**config.mk**
```make
export PLATFORM = sky130hd
export DESIGN_NAME = axis_slave
export DESIGN_NICKNAME = d
export VERILOG_FILES = /design/src/rtl/axis_slave.sv
export SDC_FILE = /design/constraint.sdc
export NUM_CORES = 1
export LEC_CHECK = 0
export CAP_MARGIN = 40
export CORE_ASPECT_RATIO = 0.6
export CORE_MARGIN = 8
export CORE_UTILIZATION = 35
export CTS_CLUSTER_DIAMETER = 120
export DETAILED_ROUTE_END_ITERATION = 16
export DONT_BUFFER_PORTS = 1
export PLACE_DENSITY = 0.57
export SYNTH_ARGS = -nofsm -noshare
export SYNTH_HDL_FRONTEND = slang
export SYNTH_SLANG_ARGS = --single-unit
```
**constraint.sdc**
```tcl
create_clock -name s_axis_aclk -period 7.2 [get_ports s_axis_aclk]
set_clock_uncertainty 0.1 [all_clocks]
set_input_delay 1.8 -clock s_axis_aclk [delete_from_list [all_inputs] [get_ports s_axis_aclk]]
set_output_delay 1.8 -clock s_axis_aclk [all_outputs]
set_load 0.05 [all_outputs]
```
**src/rtl/axis_slave.sv**
```systemverilog
// rtl/axis_slave.sv - AXI-Stream slave: FWFT beat buffer plus per-packet length check
module axis_slave #(
  parameter int DATA_W     = 8,
  parameter int FIFO_DEPTH = 8,
  parameter int PKT_LEN    = 4
) (
  input  logic              s_axis_aclk,
  input  logic              s_axis_arst,
  input  logic [DATA_W-1:0] s_axis_tdata,
  input  logic              s_axis_tvalid,
  input  logic              s_axis_tlast,
  output logic              s_axis_tready,
  output logic [DATA_W-1:0] data_out,
  output logic              last_out,
  output logic              data_valid,
  input  logic              data_ready,
  output logic              pkt_done,
  output logic [7:0]        pkt_len,
  output logic              len_err
);

  localparam int          AW      = (FIFO_DEPTH > 1) ? $clog2(FIFO_DEPTH) : 1;
  localparam logic [AW:0] DEPTH   = (AW+1)'(FIFO_DEPTH);
  localparam logic [8:0]  EXP_LEN = 9'(PKT_LEN);

  typedef enum logic {IDLE, RECV} state_t;

  state_t            state, state_next;
  logic [DATA_W:0]   mem [FIFO_DEPTH];
  logic [AW-1:0]     wr_ptr, rd_ptr;
  logic [AW:0]       count;
  logic [DATA_W:0]   head;
  logic [7:0]        beat_cnt;
  logic [8:0]        beat_inc;
  logic              full, push, pop;

  // tready depends only on registered occupancy, so a pop never bypasses into a full FIFO
  assign full          = (count == DEPTH);
  assign s_axis_tready = !full && !s_axis_arst;
  assign data_valid    = (count != '0);
  assign push          = s_axis_tvalid && s_axis_tready;
  assign pop           = data_valid && data_ready;
  assign head          = mem[rd_ptr];
  assign data_out      = data_valid ? head[DATA_W-1:0] : '0;
  assign last_out      = data_valid ? head[DATA_W] : 1'b0;
  assign beat_inc      = {1'b0, beat_cnt} + 9'd1;

  always_ff @(posedge s_axis_aclk) begin
    if (push) mem[wr_ptr] <= {s_axis_tlast, s_axis_tdata};
  end

  always_ff @(posedge s_axis_aclk or posedge s_axis_arst) begin
    if (s_axis_arst) begin
      wr_ptr <= '0;
      rd_ptr <= '0;
      count  <= '0;
    end else begin
      if (push) wr_ptr <= wr_ptr + 1'b1;
      if (pop)  rd_ptr <= rd_ptr + 1'b1;
      case ({push, pop})
        2'b10:   count <= count + 1'b1;
        2'b01:   count <= count - 1'b1;
        default: count <= count;
      endcase
    end
  end

  always_ff @(posedge s_axis_aclk or posedge s_axis_arst) begin
    if (s_axis_arst) state <= IDLE;
    else             state <= state_next;
  end

  always_comb begin
    state_next = state;
    if (push) begin
      case (state)
        IDLE:    if (!s_axis_tlast) state_next = RECV;
        RECV:    if (s_axis_tlast)  state_next = IDLE;
        default: state_next = IDLE;
      endcase
    end
  end

  // beat_cnt holds beats seen before the current one; the tlast beat itself adds one
  always_ff @(posedge s_axis_aclk or posedge s_axis_arst) begin
    if (s_axis_arst) begin
      beat_cnt <= '0;
      pkt_done <= 1'b0;
      pkt_len  <= '0;
      len_err  <= 1'b0;
    end else begin
      pkt_done <= 1'b0;
      if (push) begin
        if (s_axis_tlast) begin
          beat_cnt <= '0;
          pkt_done <= 1'b1;
          pkt_len  <= beat_inc[8] ? 8'hFF : beat_inc[7:0];
          len_err  <= (beat_inc != EXP_LEN);
        end else if (beat_cnt != 8'hFF) begin
          beat_cnt <= beat_inc[7:0];
        end
      end
    end
  end

endmodule

```
==> metrics, run 1 <==
Post-Route WL=7.86 mm; Syn. warnings=0; relative slew slack=48.0%; clk buf depth=2; async set-reset flop share out of synthesis=28.0%; Max-cap violations=0; post-synth cell types=51; Num CTS Buffers=9; max-slew violation count=0; min Tclk post-route=4.18 ns; Hold EP=beat_cnt[1]; Min Hold Slack=0.442 ns; cts hold-fix bufs=0; sequential share of the synthesized area=67.4%; Overflow after GRT=0; crit-path max cell delay=0.43 ns; CTS clk-pin slew, worst paths=0.07 ns; Cells after DPL=431; pin count of the biggest net entering global routing=29; Required @ worst endpoint=5.30 ns; outcome=finished, final reports clean; HP Start=beat_cnt[1]; syn_nets=277; die width=158 um; Setup violations, final=0; DR vias=2201; Top FF cell, synth=edfxtp_1; Syn Area/Cell=16.5 um2; final std cells w/o fill=447; Clk Latency, worst-skew pair=0.34 ns; NetSw=0.735 mW; iteration-0 DRC count of the detailed router=184; clock root buffer=clkbuf_16; routed length per instance=17.6 um; WS Path Type=in -> out; Core ar.=0.0119 mm2; fin crit share=58.0%; share of cells above drive strength 1=22.7%; postcts setup bufs=0; Mapped Cells=258; startpoint types=primary input; Logic pwr share=33.2%; Slowest-stage cell, CP=and2_1; vias in the first global route=2220; Worst Max-Slew Pin Slew=0.774 ns; VDD IR max=109 uV; WP data arrival=2.28 ns; final hold violations=0; cells along the critical path=inv_1 > and2_1; total number of H-tree levels=3; Bufs and invs on worst path=1; Die Height=101 um; die area=0.0160 mm2; Placement Setup Slack=3.02 ns; Worst R2R Start=count[1]; Initial Utilization=35.6%; Crit path max-delay family=simple AND/OR/NAND/NOR gates; drt first pass iters=5; Syn-to-layout area delta=14.1%; num ports=34; number of synthesized flops with an enable pin=72; Sink Count=100; CP endpoint kind=output port; initial antenna violation count=0; setup TNS=0 ns; worst hold path type=reg -> reg; final worst setup slack=3.02 ns; leakage=1.74 nW; cell internal pwr=1.26 mW; post-route ant nets=0; all-layer global routing usage=10.8%; R2R Setup Slk=4.03 ns; #FFs+latches synth=100; unrepaired setup endpoints after global routing=false; part of the power in registers=42.9%; Avg Vias per Cell=4.92; CTS tree=done; PostCTS Resize Cnt=0; port bufs=0; num rows=31; first-pass GRT wire length=12.6 mm; diode count=0; Final #Nets=296; f_max=239 MHz; hpwl dp=5.37 mm; switch share=36.9%; reg2reg path depth=10; # DRC=0; Hold Crit Depth=1; RR Endpoint=count[2]; Clock Power Share=23.8%; gp weighted congestion=0.807; Power Dens Cells=411 mW/mm2; CP Max Fanout=2; synthesized area=0.00425 mm2
[worst max path at each step]
stage,startpoint,endpoint,slack (ns),cells after the start
final,s_axis_arst,s_axis_tready,3.02,2
after global placement,s_axis_arst,s_axis_tready,3.02,2
after detailed placement,s_axis_arst,s_axis_tready,3.02,2
after CTS,s_axis_arst,s_axis_tready,3.02,2
after floorplan,s_axis_arst,s_axis_tready,2.36,2
after global routing,s_axis_arst,s_axis_tready,2.99,2
[worst reg2reg max path, cell delays in order, from the launching register on]
cell and delay (ns):
dfrtp_1 0.48, nor4_4 0.73, inv_2 0.29, and2_1 0.33
ha_1 0.28, xor2_1 0.16, ha_1 0.18, a21oi_1 0.14
xor2_1 0.16, nor2_1 0.06, xor2_1 0.14
[cells in the final DEF (no fill, tap or decap), types with 2 or more instances in the layout]
cell type and n:
a2111oi_1 2, a21o_1 5, a31oi_1 2, a41oi_1 2, and2_1 3, and3_1 2
buf_4 18, clkbuf_16 9, clkinv_4 3, clkinvlp_4 2, dfrtp_1 28, edfxtp_1 72
ha_1 6, inv_1 3, mux2i_1 9, mux4_2 18, nand2_1 13, nand2b_1 3
nand3_1 5, nand4_1 2, nor2_1 20, nor2b_1 3, nor3_1 4, o2111a_1 2
o21ai_0 3, o22a_1 2, o2bb2ai_1 2, o32a_1 2, or2_2 2, or3_1 2
xnor2_1 5, xor2_1 5
[per-layer routing]
metal / up-vias / wire length (um) / GRT usage, %
met4: 0 / 129 / 4.61
li1: 1038 / - / -
met1: 1117 / 3830 / 14.5
met2: 37 / 3400 / 15.5
met3: 9 / 492 / 3.88
met5: - / 0 / 0
[area by class of cell]
class / instances / area, um2
repair buffers: 20 / 174
clock buffers: 9 / 225
clock inverters: 7 / 75.1
multi-input cells: 141 / 1280
inverters: 5 / 23.8
well taps: 165 / 206
fillers: 1100 / 7100
flip-flops and latches: 100 / 2860
[cell families (layout without fill, tap and decap cells)]
| group | count (synthesis) | count (layout) | share of synthesized area [%] |
|---|---|---|---|
| DFF | 100 | 100 | 67.4 |
| muxes | 29 | 29 | 12.3 |
| adders and majority gates | 6 | 6 | 1.77 |
| and+or+nand+nor | 67 | 67 | 8.34 |
| xor gates and xnor gates | 10 | 10 | 2.06 |
| buffers and inverters | 17 | 41 | 2.68 |
| AOI/OAI and AO/OA | 29 | 29 | 5.48 |
[Yosys cell counts (all sizes together) (2+ instances only)]
cell type | number | share of area [%]
o22a | 2 | 0.41
dfrtp | 28 | 16
edfxtp | 72 | 51
nand2 | 13 | 1.1
and2 | 4 | 0.65
or3 | 2 | 0.29
a2111oi | 3 | 0.68
nand2b | 3 | 0.44
xnor2 | 5 | 1.0
o21ai | 4 | 0.56
a41oi | 2 | 0.41
nor2b | 3 | 0.44
mux4 | 18 | 9.5
buf | 10 | 1.9
o2bb2ai | 2 | 0.41
or2 | 2 | 0.29
nand3 | 5 | 0.59
nand4 | 2 | 0.29
nor3 | 4 | 0.47
mux2 | 2 | 0.62
o2111a | 2 | 0.53
clkbuf | 2 | 0.18
a31oi | 2 | 0.29
a21o | 5 | 0.88
xor2 | 5 | 1.0
nor4 | 3 | 0.80
and3 | 2 | 0.29
o32a | 2 | 0.47
nor2 | 20 | 1.8
ha | 6 | 1.8
mux2i | 9 | 2.1
inv | 4 | 0.35
[through the flow]
stage	instance area [um2]	utilization (%)	power, mW
after CTS	4840	40.6	2.02
final	4840	40.6	1.99
after floorplan	4250	-	1.36
after global placement	4420	37.0	1.45
after global routing	4840	40.6	2.09
after detailed placement	4540	38.0	1.54
[power by group through the flow]
stage	clock, mW	sequential [mW]	combinational (mW)
2_1_floorplan	0	0.820	0.542
3_3_place_gp	0	0.880	0.571
3_5_place_dp	0	0.867	0.675
4_1_cts	0.488	0.856	0.675
5_1_grt	0.509	0.868	0.717
6_report	0.475	0.855	0.662
[registers in the layout, summed over array words and instances, names as in the netlist]
name	count
mem	72
beat_cnt	8
pkt_len	8
count	4
rd_ptr	3
wr_ptr	3
len_err	1
pkt_done	1
Note: power is estimated with default switching activity, not from simulation.
==> inputs of run 2 (changes only) <==
--- a/config.mk
+++ b/config.mk
@@ -12,7 +12,7 @@
 export CTS_CLUSTER_DIAMETER = 120
 export DETAILED_ROUTE_END_ITERATION = 16
 export DONT_BUFFER_PORTS = 1
-export PLACE_DENSITY = 0.57
+export PLACE_DENSITY = 0.59
 export SYNTH_ARGS = -nofsm -noshare
 export SYNTH_HDL_FRONTEND = slang
 export SYNTH_SLANG_ARGS = --single-unit
==> constraint.sdc (replaced) <==
create_clock -name s_axis_aclk -period 3.45 [get_ports s_axis_aclk]
set_clock_uncertainty 0.1 [all_clocks]
set_input_delay 0.8625 -clock s_axis_aclk [delete_from_list [all_inputs] [get_ports s_axis_aclk]]
set_output_delay 0.8625 -clock s_axis_aclk [all_outputs]
set_load 0.05 [all_outputs]
==> metrics, run 2 (same netlist as run 1, synthesis figures left out) <==
final std cells w/o fill=453; max-slew violation count=0; clk buf depth=2; first-pass GRT wire length=13.0 mm; total number of H-tree levels=3; cts hold-fix bufs=0; max reg flops=72; Cell Area, Placed=0.00457 mm2; fin crit share=84.9%; CP endpoint kind=output port; Setup violations, final=0; Final #Nets=302; Cells after DPL=437; Required @ worst endpoint=2.49 ns; Sink Count=100; unrepaired setup endpoints after global routing=false; diode count=0; VDD IR max=254 uV; Min Hold Slack=0.392 ns; all-layer global routing usage=11.1%; Overflow after GRT=0; leakage=1.76 nW; Initial Utilization=35.6%; Max-cap violations=0; routed length per instance=17.5 um; Core ar.=0.0119 mm2; startpoint types=register; Power Dens Cells=856 mW/mm2; initial antenna violation count=0; DR vias=2246; WP data arrival=1.97 ns; final hold violations=0; hpwl dp=5.44 mm; postcts setup bufs=0; CTS tree=done; Avg Vias per Cell=4.96; Worst Max-Slew Pin Slew=0.675 ns; # DRC=0; relative slew slack=55.0%; num ports=34; Biggest register=mem; CTS clk-pin slew, worst paths=0.07 ns; gp weighted congestion=0.799; iteration-0 DRC count of the detailed router=152; die area=0.0160 mm2; clock root buffer=clkbuf_16; Post-Route WL=7.94 mm; top flop regs=mem x72, beat_cnt x8, pkt_len x8; most frequent cells in the layout=edfxtp_1 (72), dfrtp_1 (28), buf_4 (26); pin count of the biggest net entering global routing=29; Num CTS Buffers=9; WS Path Type=reg -> out; PostCTS Resize Cnt=0; setup TNS=0 ns; Die Height=101 um; f_max=341 MHz; die width=158 um; Syn-to-layout area delta=14.4%; drt first pass iters=4; num rows=31; most common cell after layout, fill and taps aside=edfxtp_1; post-route ant nets=0; worst hold path type=in -> async; share of cells above drive strength 1=24.3%; CP Max Fanout=14; Clk Latency, worst-skew pair=0.34 ns; post-route cell area=0.00486 mm2; outcome=finished, final reports clean; port bufs=0; min Tclk post-route=2.93 ns; vias in the first global route=2333
[run 2: changes by cell type in the layout (fill, tap and decap cells not counted), sizes merged]
cell    before  now
inv          5    4
clkinv       4    5
buf         20   26
[run 2: through the flow]
stage	setup WS, ns	power (mW)	util, %
after floorplan	0.486	2.84	-
after global placement	0.747	3.22	38.2
after detailed placement	0.701	3.23	38.2
after CTS	0.444	4.22	40.7
after global routing	0.340	4.38	40.7
final	0.519	4.16	40.7
[run 2: worst max-delay path, cell delays in order (launching register included)]
cell and delay [ns]:
dfrtp_1 0.34, buf_4 0.29, mux4_2 0.56, mux2i_1 0.15, nor2_1 0.08, buf_4 0.19
[run 2: final timing paths]
| path | start | endpoint | slack (ns) | cells past startpoint |
|---|---|---|---|---|
| worst max register to register | count[0] | count[2] | 0.84 | 10 |
| worst min-delay path | s_axis_arst | pkt_len[3] | 0.39 | 2 |
| min in group s_axis_aclk | beat_cnt[1] | beat_cnt[1] | 0.44 | 1 |
| worst min register to register | beat_cnt[1] | beat_cnt[1] | 0.44 | 1 |
| max in group asynchronous | s_axis_arst | beat_cnt[4] | 2.59 | 2 |
| worst max-delay path | rd_ptr[0] | last_out | 0.52 | 5 |
[run 2: where the power goes]
part | internal [mW] | switching (mW) | leakage (nW)
sequential | 1.46 | 0.329 | 0.993
combinational | 0.602 | 0.782 | 0.624
clock | 0.558 | 0.426 | 0.139
[run 2: layout make-up]
type | count | area (um2)
Multi-Input combinational cell | 141 | 1280
Clock buffer | 9 | 225
Clock inverter | 7 | 67.6
Inverter | 5 | 23.8
Fill cell | 1118 | 7090
Timing Repair Buffer | 26 | 195
Sequential cell | 100 | 2860
Tap cell | 165 | 206
[run 2: layer usage]
metal,GRT usage (%),vias to the layer above,share of wire (%)
met5,0,-,0
met4,4.76,0,1.4
met3,4.64,10,6.3
met2,16.4,37,45
met1,14.1,1147,47
li1,-,1052,-
